<file path="src/rtl/riscv_dift_tag_ex.sv">
// EX-stage DIFT tag datapath: propagates multi-bit operand tags, registers the WB tag,
// and queues tag-check violations in a small exception FIFO drained by the controller.
module riscv_dift_tag_ex #(
    parameter int unsigned TAG_WIDTH = 4,
    parameter int unsigned EXC_DEPTH = 4
) (
    input  logic                 clk,
    input  logic                 rst_n,
    input  logic                 ex_valid_i,
    input  logic                 wb_ready_i,
    input  logic [1:0]           prop_mode_i,
    input  logic [TAG_WIDTH-1:0] tag_a_i,
    input  logic [TAG_WIDTH-1:0] tag_b_i,
    input  logic                 rf_we_i,
    input  logic [4:0]           rd_addr_i,
    input  logic                 set_tag_i,
    input  logic                 load_i,
    input  logic                 chk_s1_i,
    input  logic                 chk_s2_i,
    input  logic                 chk_d_i,
    input  logic [TAG_WIDTH-1:0] chk_mask_i,
    input  logic [31:0]          pc_i,
    output logic [TAG_WIDTH-1:0] res_tag_o,
    output logic [TAG_WIDTH-1:0] wb_tag_o,
    output logic                 wb_tag_we_o,
    output logic [4:0]           wb_tag_addr_o,
    output logic [TAG_WIDTH-1:0] ld_rs1_tag_o,
    output logic                 exc_valid_o,
    input  logic                 exc_ready_i,
    output logic [31:0]          exc_pc_o,
    output logic [2:0]           exc_src_o,
    output logic [TAG_WIDTH-1:0] exc_tag_o,
    output logic                 exc_ovf_o,
    input  logic                 exc_clr_i
);

    localparam int unsigned TW = TAG_WIDTH;
    localparam int unsigned PW = $clog2(EXC_DEPTH);
    localparam int unsigned CW = PW + 1;

    localparam logic [1:0] MODE_CLEAR = 2'b00;
    localparam logic [1:0] MODE_OR    = 2'b01;
    localparam logic [1:0] MODE_AND   = 2'b10;

    logic [TW-1:0] res_tag_c;
    logic          hit_s1_c, hit_s2_c, hit_d_c, hit_c;
    logic [2:0]    hit_src_c;
    logic [TW-1:0] hit_tag_c;

    logic [TW-1:0] wb_tag_q, wb_tag_d;
    logic          wb_we_q, wb_we_d;
    logic [4:0]    wb_addr_q, wb_addr_d;
    logic [TW-1:0] ld_tag_q, ld_tag_d;

    logic [31:0]   pc_mem_q  [EXC_DEPTH];
    logic [2:0]    src_mem_q [EXC_DEPTH];
    logic [TW-1:0] tag_mem_q [EXC_DEPTH];
    logic [PW-1:0] wr_ptr_q, wr_ptr_d, rd_ptr_q, rd_ptr_d;
    logic [CW-1:0] count_q, count_d;
    logic          ovf_q, ovf_d;
    logic          full_c, do_push_c, do_pop_c, drop_c;

    // Result tag: tag-set instructions override the propagation mode
    always_comb begin
        res_tag_c = '0;
        if (set_tag_i) begin
            res_tag_c = '1;
        end else begin
            case (prop_mode_i)
                MODE_CLEAR: res_tag_c = '0;
                MODE_OR:    res_tag_c = tag_a_i | tag_b_i;
                MODE_AND:   res_tag_c = tag_a_i & tag_b_i;
                default:    res_tag_c = tag_a_i;
            endcase
        end
    end

    assign res_tag_o = res_tag_c;

    assign hit_s1_c  = ex_valid_i & chk_s1_i & (|(tag_a_i & chk_mask_i));
    assign hit_s2_c  = ex_valid_i & chk_s2_i & (|(tag_b_i & chk_mask_i));
    assign hit_d_c   = ex_valid_i & chk_d_i  & (|(res_tag_c & chk_mask_i));
    assign hit_src_c = {hit_d_c, hit_s2_c, hit_s1_c};
    assign hit_c     = |hit_src_c;
    assign hit_tag_c = ({TW{hit_s1_c}} & tag_a_i   & chk_mask_i)
                     | ({TW{hit_s2_c}} & tag_b_i   & chk_mask_i)
                     | ({TW{hit_d_c}}  & res_tag_c & chk_mask_i);

    // WB pipeline register and last-load rs1 tag
    always_comb begin
        wb_tag_d  = wb_tag_q;
        wb_we_d   = wb_we_q;
        wb_addr_d = wb_addr_q;
        ld_tag_d  = ld_tag_q;
        if (ex_valid_i) begin
            wb_we_d = rf_we_i;
            if (rf_we_i) begin
                wb_tag_d  = res_tag_c;
                wb_addr_d = rd_addr_i;
            end
            if (load_i) begin
                ld_tag_d = tag_a_i;
            end
        end else if (wb_ready_i) begin
            wb_we_d = 1'b0;
        end
    end

    // A pop frees a slot in the same cycle, so a full FIFO still accepts a push alongside it
    always_comb begin
        full_c    = (count_q == CW'(EXC_DEPTH));
        do_pop_c  = exc_valid_o & exc_ready_i;
        do_push_c = hit_c & (~full_c | do_pop_c);
        drop_c    = hit_c & full_c & ~do_pop_c;
        wr_ptr_d  = do_push_c ? PW'(wr_ptr_q + 1'b1) : wr_ptr_q;
        rd_ptr_d  = do_pop_c  ? PW'(rd_ptr_q + 1'b1) : rd_ptr_q;
        count_d   = count_q;
        case ({do_push_c, do_pop_c})
            2'b10:   count_d = CW'(count_q + 1'b1);
            2'b01:   count_d = CW'(count_q - 1'b1);
            default: count_d = count_q;
        endcase
        ovf_d = ovf_q;
        if (drop_c) begin
            ovf_d = 1'b1;
        end else if (exc_clr_i) begin
            ovf_d = 1'b0;
        end
    end

    always_ff @(posedge clk or negedge rst_n) begin
        if (!rst_n) begin
            wb_tag_q  <= '0;
            wb_we_q   <= 1'b0;
            wb_addr_q <= '0;
            ld_tag_q  <= '0;
            wr_ptr_q  <= '0;
            rd_ptr_q  <= '0;
            count_q   <= '0;
            ovf_q     <= 1'b0;
        end else begin
            wb_tag_q  <= wb_tag_d;
            wb_we_q   <= wb_we_d;
            wb_addr_q <= wb_addr_d;
            ld_tag_q  <= ld_tag_d;
            wr_ptr_q  <= wr_ptr_d;
            rd_ptr_q  <= rd_ptr_d;
            count_q   <= count_d;
            ovf_q     <= ovf_d;
        end
    end

    // Entry storage needs no reset: the count gates every read
    always_ff @(posedge clk) begin
        if (do_push_c) begin
            pc_mem_q[wr_ptr_q]  <= pc_i;
            src_mem_q[wr_ptr_q] <= hit_src_c;
            tag_mem_q[wr_ptr_q] <= hit_tag_c;
        end
    end

    assign wb_tag_o      = wb_tag_q;
    assign wb_tag_we_o   = wb_we_q;
    assign wb_tag_addr_o = wb_addr_q;
    assign ld_rs1_tag_o  = ld_tag_q;
    assign exc_valid_o   = (count_q != '0);
    assign exc_pc_o      = pc_mem_q[rd_ptr_q];
    assign exc_src_o     = src_mem_q[rd_ptr_q];
    assign exc_tag_o     = tag_mem_q[rd_ptr_q];
    assign exc_ovf_o     = ovf_q;

endmodule
</file>
<file path="config.mk">
export PLATFORM = sky130hd
export DESIGN_NAME = riscv_dift_tag_ex
export DESIGN_NICKNAME = d
export VERILOG_FILES = /design/src/rtl/riscv_dift_tag_ex.sv
export SDC_FILE = /design/constraint.sdc
export NUM_CORES = 1
export LEC_CHECK = 0
export BUFFER_PORTS_ARGS = -buffer_cell sky130_fd_sc_hd__buf_2
export CORE_ASPECT_RATIO = 0.7
export CORE_MARGIN = 10
export CORE_UTILIZATION = 50
export DETAILED_ROUTE_END_ITERATION = 12
export HOLD_SLACK_MARGIN = 0.03
export PLACE_DENSITY = 0.75
export SETUP_SLACK_MARGIN = 0.2
export SYNTH_ARGS = -nofsm -noshare
export SYNTH_HDL_FRONTEND = slang
export SYNTH_SLANG_ARGS = --single-unit
export TNS_END_PERCENT = 5
</file>
<file path="constraint.sdc">
create_clock -name clk -period 1.9 [get_ports clk]
set_input_delay 0.285 -clock clk [delete_from_list [all_inputs] [get_ports clk]]
set_output_delay 0.285 -clock clk [all_outputs]
set_load 0.005 [all_outputs]
</file>
# Word level (Yosys, flattened, before mapping)
# Memory sizes are Yosys's and may differ from the RTL's.
# Index checks and enable logic that the tools add are counted.
# op_classes
n_div,0
n_mul,0
mux,9
shift,0
add_sub_neg,4
n_eq_ne,5
order_cmp,0
reduce_logical,11
n_bitwise,26
# ops
cell,count
4-bit bitwise AND,10
4-bit OR,3
4-bit case mux with 3 select lines,1
4-bit OR reduction,3
1-bit bitwise AND,10
1-bit 2-to-1 mux,6
3-bit case mux with 2 select lines,1
2-bit nonzero test,3
2-bit by 1-bit adder with 2-bit output (second input constant),2
2-bit by 1-bit equality test with 1-bit output (second input constant),2
2-bit equality test (second input constant),2
4-bit 2-to-1 mux,1
2-bit AND reduction,2
3-bit by 1-bit adder with 3-bit output (second input constant),1
3-bit equality test (second input constant),1
3-bit nonzero test,1
3-bit OR reduction,1
3-bit by 1-bit subtractor with 3-bit output (second input constant),1
2-bit zero test,1
1-bit inverter,2
1-bit OR,1
# totals
inputBits,63
n_memories,3
word_cells,66
latchBits,0
out_inout_bits,59
ram_bits,156
regBits,22
rom_bits,0
# memory_table
memory,words,width,read_ports,rd_ports_with_merged_regs,write_ports,line_no,text
pc_mem_q,4,32,1,0,1,55,logic [31:0] pc_mem_q [EXC_DEPTH];
tag_mem_q,4,4,1,0,1,57,logic [TW-1:0] tag_mem_q [EXC_DEPTH];
src_mem_q,4,3,1,0,1,56,logic [2:0] src_mem_q [EXC_DEPTH];

# Logic depth before layout (Yosys ltp)
# depth
ltp_word,10
mapped_depth,10
mapped_depth_nobuf,10

# Worst setup path before layout
# OpenSTA, ideal clock, no wires.
# synth_timing
path_kind,input -> register
from,input prop_mode_i[1]
to,register count_q[1]
n_path_buf,0
arrival_time_ns,2.213
setup_ns,0.125
stages,8
t_required_ns,1.775
setup_slack_ns,-0.438
path_cell_list,a21o_2 > a221o_2 > a22oi_2 > a31o_4 > inv_2 > nor3_4 > fa_1 > mux2_4
# synth_between
elab_chain_cells,10
word_cells_on_any_way,14
cone_classes,eq/ne (4); mux (3); bitwise (3); reduce/logical (4)
# synth_rtl
item,line_no,text
"start, declared",11,"input logic [1:0] prop_mode_i,"
"2-bit equality test, or another cell as far along",69,case (prop_mode_i)
4-bit case mux with 3 select lines (*),69,
4-bit 2-to-1 mux (*),66,if (set_tag_i) begin
via res_tag_o[2],23,"output logic [TAG_WIDTH-1:0] res_tag_o,"
4-bit bitwise AND (*),82,assign hit_d_c = ex_valid_i & chk_d_i & (|(res_tag_c & chk_mask_i));
4-bit OR reduction (*),82,
1-bit bitwise AND (*),82,
via hit_d_c,46,"logic hit_s1_c, hit_s2_c, hit_d_c, hit_c;"
3-bit OR reduction (*),84,assign hit_c = |hit_src_c;
1-bit bitwise AND (*),113,do_push_c = hit_c & (~full_c | do_pop_c);
2-bit by 1-bit equality test with 1-bit output / 2-bit equality test (equally long branches),118,"case ({do_push_c, do_pop_c})"
3-bit case mux with 2 select lines (*),118,
via count_d[1],59,"logic [CW-1:0] count_q, count_d;"
"end signal, assigned",148,count_q <= count_d;
"end, declared",59,
# Mark *: on every way through the listed nets, which the timed path passes. The rest lies on a longest branch.
# A chain may end at the register's enable or synchronous reset.

# Worst setup path in the final report
# layout_timing
from,register rd_ptr_q[0]
to,output exc_tag_o[0]
# layout_between
elab_chain_cells,1
# layout_rtl
item,line_no,text
"start, declared",58,"logic [PW-1:0] wr_ptr_q, wr_ptr_d, rd_ptr_q, rd_ptr_d;"
"start signal, assigned",147,rd_ptr_q <= rd_ptr_d;
memory 4 x 4 bit,n/a,
"end, declared",32,"output logic [TAG_WIDTH-1:0] exc_tag_o,"
# No other way between the ends.

==> impl_metrics.json <==
{
  "status": "complete, but fails checks",
  "violations": "setup timing",
  "fin_crit_sh": 1.09,
  "slowest_stage": "mux4_2",
  "initial_utilization": 0.518,
  "cp_top_family": "multiplexers",
  "cellLeakagePower_nw": 3.41,
  "power.total_mw": 13.2,
  "drtPass1Iterations": 5,
  "fin_area_um2": 9150,
  "dieWidth_um": 161,
  "final-hold-violation-count": 0,
  "tns_ns": -5.67,
  "slew_violations": 0,
  "fillers": 849,
  "vias": 3863,
  "crit_buf_inv": 3,
  "fin_crit_ns": 2.08,
  "synthFlopType": "edfxtp_1",
  "setup_viol": 41,
  "rsz0062_at_grt": "true",
  "worst_ep_arrival_time_ns": 1.80,
  "power_frac_clock": 0.253,
  "synth-seq-area-share": 0.757,
  "power_density_nw_per_um2": 1440,
  "wl_per_cell_um": 21.4,
  "p_seq_frac": 0.400,
  "yosysUniqueCellTypes": 40,
  "synth.most_common_cell": "edfxtp_1",
  "synthArstFlopShare": 0.124,
  "clk_pin_slew_ns": 0.06,
  "dr.first_iter.drc_count": 401,
  "route.detailed.drc": 0,
  "synth_seq_cells": 178,
  "grt_overflow_total": 0,
  "ant_nets": 0,
  "syn_area_per_cell_um2": 21.2,
  "critPathLaunchType": "flop",
  "drive_gt1_frac": 0.550,
  "maxSlewHeadroom": 0.677,
  "place.gp.congestion": 0.869,
  "hold_class": "primary input to flop",
  "ys_top_cells_by_count": "156 x edfxtp_1, 39 x mux4_2, 22 x dfrtp_1, 18 x nand2_1, 13 x mux2_2",
  "cts_tree": "built",
  "reg2reg_slack_ns": -0.02,
  "syn_to_final_growth_pct": 32.3,
  "ys.warnings.count": 0,
  "io_pins": 122,
  "skew_ns": 0.00858,
  "die_area_um2": 19000,
  "required_ns": 1.62,
  "placed_cell_area_um2": 8260,
  "p_comb_frac": 0.347,
  "synth_area_leaders": "edfxtp_1 68%, mux4_2 13%, dfrtp_1 8.0%",
  "grt_start_max_net_pins": 23,
  "clkSinkCount": 178,
  "cts_buffers": 17,
  "core_area_um2": 13400,
  "grt_usage": 0.160,
  "worstMarginPinSlew_ns": 0.484,
  "grt_pass1_vias": 4184,
  "dp_slack_ns": -0.527,
  "rows": 35,
  "layout_setup_ws_ns": -0.180,
  "clock_latency_ns": 0.42,
  "synth_area_um2": 6910,
  "syn-num-nets": 394,
  "wl_mm": 15.2,
  "viasPerCell": 5.42,
  "io_buffers": 121,
  "fp.dieH_um": 118,
  "fmax_mhz": 481,
  "worst-setup-path-type": "flop to primary output",
  "synth_edf_count": 156,
  "crit_path_end_kind": "primary output",
  "yosysTopAreaCell": "edfxtp_1",
  "dp_hpwl_mm": 10.4,
  "switching_power_mw": 3.64,
  "h-tree-depth": 4,
  "cap_viol_max_count": 0,
  "p_int_mw": 9.54,
  "crit_fanout": 8,
  "cp_cell_sequence": "buf_12 > buf_12 > mux4_2 > buf_6",
  "critical-path-max-stage-delay_ns": 0.54,
  "ir_drop_mv": 0.921,
  "clockBufferDepth": 2,
  "p_sw_frac": 0.276,
  "path_common_cell": "buf_12",
  "antenna_found_initial": 1,
  "syn_inst": 326,
  "finalNetCount": 583,
  "synth.top_cell.area_share": 0.678,
  "clock-root-buffer": "clkbuf_16",
  "grt_pass1_wl_mm": 23.7
}
[layer usage]
metal | global-route usage | wire length (um) | part of all wire | vias up
li1 | - | - | - | 1726
met1 | 0.203 | 6570 | 0.43 | 1973
met2 | 0.249 | 7350 | 0.48 | 146
met3 | 0.0666 | 1150 | 0.075 | 18
met4 | 0.0423 | 172 | 0.011 | 0
met5 | 0 | 0 | 0 | -
[cells in the final DEF (no fill, tap or decap), drive strengths merged, types with 2 or more instances in the layout]
cell type	count
dfrtp	22
inv	7
mux2	14
buf	177
and2	5
o21ai	6
xnor2	5
nor2	5
a22oi	5
mux4	39
edfxtp	156
a221o	4
nand3	2
clkinvlp	4
clkbuf	19
a32o	3
nand2	18
bufinv	2
a21oi	4
ha	4
clkinv	6
a21o	5
[power groups by stage]
stage | logic, mW | clock network [mW] | registers (mW)
6_report | 4.57 | 3.33 | 5.28
3_3_place_gp | 3.85 | 0 | 5.32
4_1_cts | 4.32 | 3.39 | 5.28
5_1_grt | 4.93 | 3.57 | 5.32
3_5_place_dp | 3.95 | 0 | 5.37
2_1_floorplan | 2.05 | 0 | 5.31
[final cells by class]
class	instances	area, um^2	share of cell area
antenna	1	2.50	0.000274
clock inverter	14	140	0.0153
clock buffer	17	425	0.0465
timing repair buffer	180	1420	0.155
sequential	178	5240	0.573
inverter	5	21.3	0.00233
multi-input combinational	133	1670	0.183
tap	185	231	0.0253
[registers in the layout, summed over array words and instances (netlist names)]
register       cells
wb_tag_o           4
rd_ptr_q           2
exc_ovf_o          1
src_mem_q         12
wr_ptr_q           2
pc_mem_q         128
tag_mem_q         16
count_q            3
ld_rs1_tag_o       4
wb_tag_we_o        1
wb_tag_addr_o      5
[stage by stage]
stage	util	hold WS (ns)	cells
3_3_place_gp	0.619	0.271	673
6_report	0.685	0.0690	713
5_1_grt	0.685	0.0651	712
3_5_place_dp	0.619	0.276	673
2_1_floorplan	-	-0.0106	326
4_1_cts	0.674	0.0589	709
[final timing paths]
kind,start,to,depth (start not counted)
min in group asynchronous,rst_n,wb_tag_addr_o[3],2
min reg2reg,wb_tag_we_o,wb_tag_we_o,2
max in group asynchronous,rst_n,rd_ptr_q[0],2
max,rd_ptr_q[0],exc_tag_o[0],4
max reg2reg,count_q[1],count_q[2],7
min,exc_clr_i,exc_ovf_o,2
[repair_timing]
item / CTS / global route
pin swaps: 16 / 8
cloned: 1 / 2
hold buffers: 1 / 0
endpoints found under the hold margin: 22 / 0
setup endpoints to repair: 198 / 199
buffers inserted: 3 / 1
resized for setup: 24 / 12
[kinds of logic after synthesis]
family	share of synthesized area
flops	0.757
simple gates	0.0279
mux	0.150
buf+inv	0.00923
fa+ha+maj	0.0101
compound gates	0.0387
xor+xnor	0.00633
[worst reg2reg max path: stages (launching register included)]
cell and delay (ns):
dfrtp_1 0.41, or3_4 0.41, nand2_4 0.09, nor3_4 0.05, fa_2 0.37, nor4_4 0.23, a31oi_1 0.10, xnor2_1 0.15
Note: power is estimated with default switching activity, not from simulation.
